--- config.mk ---
export PLATFORM = sky130hd
export DESIGN_NAME = fetch_sequencer
export DESIGN_NICKNAME = d
export VERILOG_FILES = /design/src/rtl/fetch_sequencer_pkg.sv /design/src/rtl/fetch_fifo.sv /design/src/rtl/fetch_sequencer.sv
export SDC_FILE = /design/constraint.sdc
export NUM_CORES = 1
export LEC_CHECK = 0
export ABC_AREA = 1
export BUFFER_PORTS_ARGS = -buffer_cell sky130_fd_sc_hd__buf_2
export CORE_ASPECT_RATIO = 0.9
export CORE_MARGIN = 8
export CORE_UTILIZATION = 53
export DETAILED_ROUTE_END_ITERATION = 16
export GPL_ROUTABILITY_DRIVEN = 1
export GPL_TIMING_DRIVEN = 0
export HOLD_SLACK_MARGIN = 0.12
export PLACE_DENSITY_LB_ADDON = 0.08
export SETUP_SLACK_MARGIN = 0.4
export SLEW_MARGIN = 15
export SYNTH_ARGS = -nofsm -noshare
export SYNTH_HDL_FRONTEND = slang
export SYNTH_SLANG_ARGS = --single-unit
--- constraint.sdc ---
create_clock -name clk -period 5.46 [get_ports clk]
set_input_delay 1.092 -clock clk [delete_from_list [all_inputs] [get_ports clk]]
set_output_delay 1.092 -clock clk [all_outputs]
set_load 0.005 [all_outputs]
--- src/rtl/fetch_sequencer_pkg.sv ---
// Shared defaults and types for the instruction fetch sequencer.
package fetch_sequencer_pkg;

  localparam int unsigned MEMORY_SIZE_DEF = 2048;
  localparam int unsigned MEMORY_BITS_DEF = 11;
  localparam int unsigned DEPTH_DEF       = 4;

  // Fetch control state: RUN issues requests, HALT waits for a redirect.
  typedef enum logic {
    RUN  = 1'b0,
    HALT = 1'b1
  } fetch_state_e;

  // Buffer entry layout: instruction word above its word address.
  typedef struct packed {
    logic [31:0] inst;
    logic [31:0] pc;
  } fetch_entry_t;

endpackage

--- src/rtl/fetch_fifo.sv ---
// Fetch buffer: DEPTH entries of {inst, pc}, wrapping head/tail pointers.
module fetch_fifo
  import fetch_sequencer_pkg::*;
#(
  parameter int DEPTH = DEPTH_DEF
) (
  input  logic                     clk,
  input  logic                     rst,
  input  logic                     flush,
  input  logic                     push,
  input  logic [63:0]              push_data,
  input  logic                     pop,
  output logic [63:0]              head_data,
  output logic [$clog2(DEPTH):0]   count
);

  localparam int PW = $clog2(DEPTH);
  localparam logic [PW-1:0] PTR_ONE = PW'(1);
  localparam logic [PW:0]   CNT_ONE = (PW+1)'(1);

  logic [63:0]   mem [DEPTH];
  logic [PW-1:0] head_ptr;
  logic [PW-1:0] tail_ptr;

  // Storage is cleared on reset so the head reads zero until first fill.
  always_ff @(posedge clk or negedge rst) begin
    if (!rst) begin
      for (int unsigned i = 0; i < DEPTH; i++) mem[i] <= '0;
      head_ptr <= '0;
      tail_ptr <= '0;
      count    <= '0;
    end else if (flush) begin
      head_ptr <= '0;
      tail_ptr <= '0;
      count    <= '0;
    end else begin
      if (push) begin
        mem[tail_ptr] <= push_data;
        tail_ptr      <= tail_ptr + PTR_ONE;
      end
      if (pop) head_ptr <= head_ptr + PTR_ONE;
      if (push && !pop)      count <= count + CNT_ONE;
      else if (pop && !push) count <= count - CNT_ONE;
    end
  end

  assign head_data = mem[head_ptr];

endmodule

--- src/rtl/fetch_sequencer.sv ---
// Instruction fetch sequencer: PC generation, credit-limited ROM requests,
// single in-flight response tracking and a small decoupling buffer.
module fetch_sequencer
  import fetch_sequencer_pkg::*;
#(
  parameter int MEMORY_SIZE = MEMORY_SIZE_DEF,
  parameter int MEMORY_BITS = MEMORY_BITS_DEF,
  parameter int DEPTH       = DEPTH_DEF
) (
  input  logic                   clk,
  input  logic                   rst,
  input  logic                   redirect_valid,
  input  logic [31:0]            redirect_pc,
  output logic [MEMORY_BITS-1:0] mem_addr,
  output logic                   mem_req,
  input  logic [31:0]            mem_rdata,
  output logic                   out_valid,
  input  logic                   out_ready,
  output logic [31:0]            out_inst,
  output logic [31:0]            out_pc,
  output logic                   halted
);

  localparam int PW = $clog2(DEPTH);
  localparam logic [31:0]   LAST_PC = 32'(MEMORY_SIZE - 1);
  localparam logic [PW+1:0] DEPTH_W = (PW+2)'(DEPTH);

  fetch_state_e  state;
  logic [31:0]   fetch_pc;
  logic [31:0]   inflight_pc;
  logic          inflight;
  logic [PW:0]   count;
  logic [PW+1:0] occupancy;
  logic [63:0]   head_data;
  logic          in_range;
  logic          issue;
  logic          enq;
  logic          deq;

  assign in_range  = (fetch_pc <= LAST_PC);
  // Buffered plus in-flight entries; a request is only issued with a free slot
  // reserved, so every response is guaranteed space at the tail.
  assign occupancy = {1'b0, count} + {{(PW+1){1'b0}}, inflight};
  assign issue     = rst && (state == RUN) && !redirect_valid &&
                     (occupancy < DEPTH_W) && in_range;

  assign mem_req   = issue;
  assign mem_addr  = fetch_pc[MEMORY_BITS-1:0];

  assign out_valid = (count != '0) && !redirect_valid;
  assign deq       = out_valid && out_ready;
  assign enq       = inflight && !redirect_valid;

  assign out_inst  = head_data[63:32];
  assign out_pc    = head_data[31:0];

  // Fetch FSM: PC, in-flight tracking, halt on out-of-range PC, redirect.
  always_ff @(posedge clk or negedge rst) begin
    if (!rst) begin
      state       <= RUN;
      halted      <= 1'b0;
      fetch_pc    <= '0;
      inflight    <= 1'b0;
      inflight_pc <= '0;
    end else if (redirect_valid) begin
      state    <= RUN;
      halted   <= 1'b0;
      fetch_pc <= redirect_pc;
      inflight <= 1'b0;
    end else begin
      inflight <= issue;
      if (issue) begin
        fetch_pc    <= fetch_pc + 32'd1;
        inflight_pc <= fetch_pc;
      end
      if (state == RUN && !in_range) begin
        state  <= HALT;
        halted <= 1'b1;
      end
    end
  end

  fetch_fifo #(
    .DEPTH(DEPTH)
  ) u_fifo (
    .clk       (clk),
    .rst       (rst),
    .flush     (redirect_valid),
    .push      (enq),
    .push_data ({mem_rdata, inflight_pc}),
    .pop       (deq),
    .head_data (head_data),
    .count     (count)
  );

endmodule
* Word level (Yosys, flattened, before mapping) *
Cells that the tools add are included.

cells by class
  order comparisons = 5
  bitwise logic cells = 4
  reduce and logical (&&, ||, !) cells = 23
  muxes and demuxes = 18
  add/subtract/negate cells = 6

operators by type and width
  kind                                                              count
  bitwise mux 256 bit                                               1
  two-way mux 64 bit                                                3
  binary-select mux 64 bit (select 2 bit)                           1
  demux 64 bit (select 2 bit)                                       1
  two-way mux 32 bit                                                2
  adder 32 x 1 -> 32 bit, second input constant                     1
  less-or-equal comparator 32 x 11 -> 1 bit, second input constant  1
  logical AND 1 bit                                                 11
  two-way mux 3 bit                                                 3
  two-way mux 2 bit                                                 4
  nonzero test 2 bit                                                4
  greater-or-equal comparator 3 bit, second input constant          2
  inverter 2 -> 3 bit                                               2
  nonzero test 3 bit                                                2
  adder 2 x 1 -> 2 bit, second input constant                       2
  adder 3 x 1 -> 4 bit                                              1
  zero test 1 bit                                                   4
  less-than comparator 4 x 3 -> 1 bit, second input constant        1
  AND reduction 2 bit                                               2
  adder 3 x 1 -> 3 bit, second input constant                       1
  less-than comparator 3 x 1 -> 1 bit, second input constant        1
  two-way mux 1 bit                                                 3
  subtractor 3 x 1 -> 3 bit, second input constant                  1
  inverter 1 bit                                                    2

storage, ports and cells
  word-level logic and storage cells = 67
  register bits after elaboration = 329
  input port bits = 68
  output and inout bits = 78

* Depth between registers and ports, before layout *
  word-level depth = 7
  gate-level depth with buffers = 12
  mapped depth without buffers = 12

* Modules after synthesis *
Synthesis repeated with hierarchy kept, for this count alone.

unflattened totals
  cell total of the unflattened synthesis = 1696
  area, all modules = 14496.4 µm²

by module, submodules not included
  module           cells an instance  times used  sequential area each (µm²)  area each (µm²)
  fetch_fifo       1309               1           6581.3                      11315.9
  fetch_sequencer  387                1           1651.6                      3180.6

* Worst setup path before layout *
No wires, ideal clock.

  path kind = in2out
  start point = input redirect_valid
  end point = output mem_req
  setup slack = 2692 ps
  required time = 4368 ps
  stages = 6
  arrival time = 1676 ps
  cells stage by stage = inv_2 > nand3_1 > nor2_1 > nand4_1 > buf_2 > inv_1

between the ends
  cells in the longest elaborated chain, start to end = 4

ends and longest elaborated chain
  what                             line                   RTL
  start, declared                  fetch_sequencer.sv:12  input logic redirect_valid,
  zero test 1 bit                  fetch_sequencer.sv:44  assign issue = rst && (state == RUN) && !redirect_valid &&
  logical AND 1 bit (2 in series)  fetch_sequencer.sv:44
  logical AND 1 bit                fetch_sequencer.sv:45  (occupancy < DEPTH_W) && in_range;
  end, declared                    fetch_sequencer.sv:15  output logic mem_req,

No other way between the ends.

* Worst setup path after layout *
  start point = input rst
  end point = output mem_req

between the ends
  cells in the longest elaborated chain, start to end = 4

ends and longest elaborated chain
  what                             line                   RTL
  start, declared                  fetch_sequencer.sv:11  input logic rst,
  logical AND 1 bit (3 in series)  fetch_sequencer.sv:44
  logical AND 1 bit                fetch_sequencer.sv:45

No other way between the ends.

==> reports/results.ini <==
[outcome]
status = finished, final reports clean

[critical_path]
cp_data_arrival_time_ps = 2850
cp-start-kind = primary input
crit_path_end_kind = output port
cp_max_fo = 83
ff2ff_path_depth = 12
crit_required_ps = 4370
crit_type = in -> out

[clock_network]
cts_sinks = 329
ctsHoldBuffers = 0
cts_buffer_depth = 3
insertion_delay_ps = 510
tritoncts = done
cts-resized-gates = 0
cts_setup_buffers = 0
cts_max_level = 2
cts_made_buffers = 36
cts_root_buffer = clkbuf_16
clkTransAtPathRegs_ps = 60

[place]
dp_hpwl_um = 25300
finalWeightedCongestion = 0.822
place_ws_ps = 1450
port_buffers = 145

[floorplanning]
ios = 146
die_x_um = 189
start_util = 0.533
fp.coreArea_um2 = 26700
row_count = 57
die_h_um = 171
die_area_um2 = 32300

[sta]
max_slew_margin = 0.556
fmax_ghz = 0.254
fin_skew_ps = 15.1
hold_violations = 0
setup_viol = 0
final.setup.tns_ps = 0
fin_ws_ps = 1520
slew_viol_final = 0
whs_ps = 482
tightestPinTransition_ps = 666
rsz0062_at_grt = false
fin_crit_ps = 3940
period_share = 0.721

[synthesis]
ys_seq_area_frac = 0.580
synth_edf_count = 0
synth_top_area_share = 0.580
synth_cells = 1645
syn-mean-instance-area_um2 = 8.64
synth_adder_area_share = 0.00581
synth_area_um2 = 14200
synth_nets = 1719
synth_top_area_cell = dfrtp_1
yosysMostFrequentCell = nand2_1
yosys.area_share.simple = 0.171
synth_mux_area_frac = 0
synthTopCellsByArea = dfrtp_1, nand2_1, o21ai_1, nor2_1, o21ai_0
synth_top_family_by_area = compound AO/OA/AOI/OAI gates
synth_compound_area_frac = 0.172
ys.warnings.count = 0
synth-xor-area-share = 0.00432
synth_common_cells = nand2_1, dfrtp_1, o21ai_1
synth_flop_cell = dfrtp_1
async_flop_share = 1.00
ys_ff_latch = 329
synthDistinctLibCells = 29

[finish]
drive_gt1_frac = 0.161
syn_to_final_growth_pct = 16.7
fin_nets = 1905
antenna-diode-count = 0
utilization = 0.622

[worst_hold_path]
hold_path_depth = 2
min-delay-path-class = reg -> reg

[route]
drtIter0Drc = 997
routed_via_density = 5.46
routed_wl_um = 39200
dr_total_vias = 12067
ant_nets = 0
drt_pass1_iterations = 5
drc = 0
wl_per_cell_um = 17.8

[pwr]
power-per-cell-area_nw_per_um2 = 320
vdd_drop_max_mv = 0.241
power_mw = 5.30
p_leak_nw = 8.31

[global_routing]
grt_first_pass_wirelength_um = 63800
grt_usage = 0.245
grt_pass1_vias = 12107
gr-total-overflow = 0
grt_max_degree = 94
antenna_found_initial = 0

[job]
max_cap_violations = 0

stage by stage:
stage	instances	cell area [um^2]
2_1_floorplan	1645	14200
3_3_place_gp	2144	15400
3_5_place_dp	2147	15500
4_1_cts	2209	16600
5_1_grt	2209	16600
6_report	2209	16600
sequential cells by signal, summed over array words and instances, names as in the netlist:
signal and cells:
u_fifo.count 3, u_fifo.mem 256, inflight 1, fetch_pc 32, u_fifo.tail_ptr 2, inflight_pc 32
u_fifo.head_ptr 2, state 1
path summary, 6_finish.rpt:
path	start	endpoint	slack, ps
worst max-delay path	rst	mem_req	1520
max in group asynchronous	rst	u_fifo.mem[121]	3550
min in group asynchronous	rst	u_fifo.mem[210]	590
worst max register to register	u_fifo.count[2]	u_fifo.count[2]	3540
worst min register to register	u_fifo.mem[175]	u_fifo.mem[175]	480
worst min-delay path	u_fifo.mem[175]	u_fifo.mem[175]	480
cell type report:
type,instances,area [um^2]
buffer,124,627
clock buffer,57,1090
timing repair buffer,148,818
inverter,90,338
tap,354,443
multi-input combinational,1102,5010
sequential,329,8230
fill,2381,10100
clock inverter,5,25.0
report_power, final:
part	switching [mW]	internal (mW)	total, mW
Clock	0.941	1.36	2.30
Sequential	0.0288	2.47	2.49
Combinational	0.321	0.180	0.501
cells by family after synthesis:
family                   Yosys count
flip-flops                       329
AND/OR/NAND/NOR                  619
AO/OA/AOI/OAI                    470
XOR/XNOR                           7
adder cells (fa/ha/maj)            6
buffers and inverters            214
worst max-delay path, cell delays in order:
cell	delay, ps
buf_8	480
buf_16	380
nand3_1	130
nor2_1	120
nand4_1	160
buf_2	220
inv_1	70
buf_2	100
routing by layer:
layer  wire length [um]  vias to the layer above  track usage  share of wire
met4                969                        0       0.0774          0.025
met5                  0                        -            0              0
met1              17700                     5843        0.342           0.45
met2              18000                      388        0.385           0.46
met3               2580                       65       0.0472          0.066
li1                   -                     5771            -              -
cells in the final DEF, fill, tap and decap left out, drive strengths merged:
master and n:
buf 237, o22ai 64, nand2 377, ha 5, o31ai 1, a21boi 1, xor2 3, or2 1
clkinv 5, o21ai 401, a31oi 2, nand4 5, dfrtp 329, nand3 48, clkbuf 92, a21oi 1
inv 90, xnor2 4, nor2 188, fa 1
No activity file was read; power rests on OpenSTA's default activity.
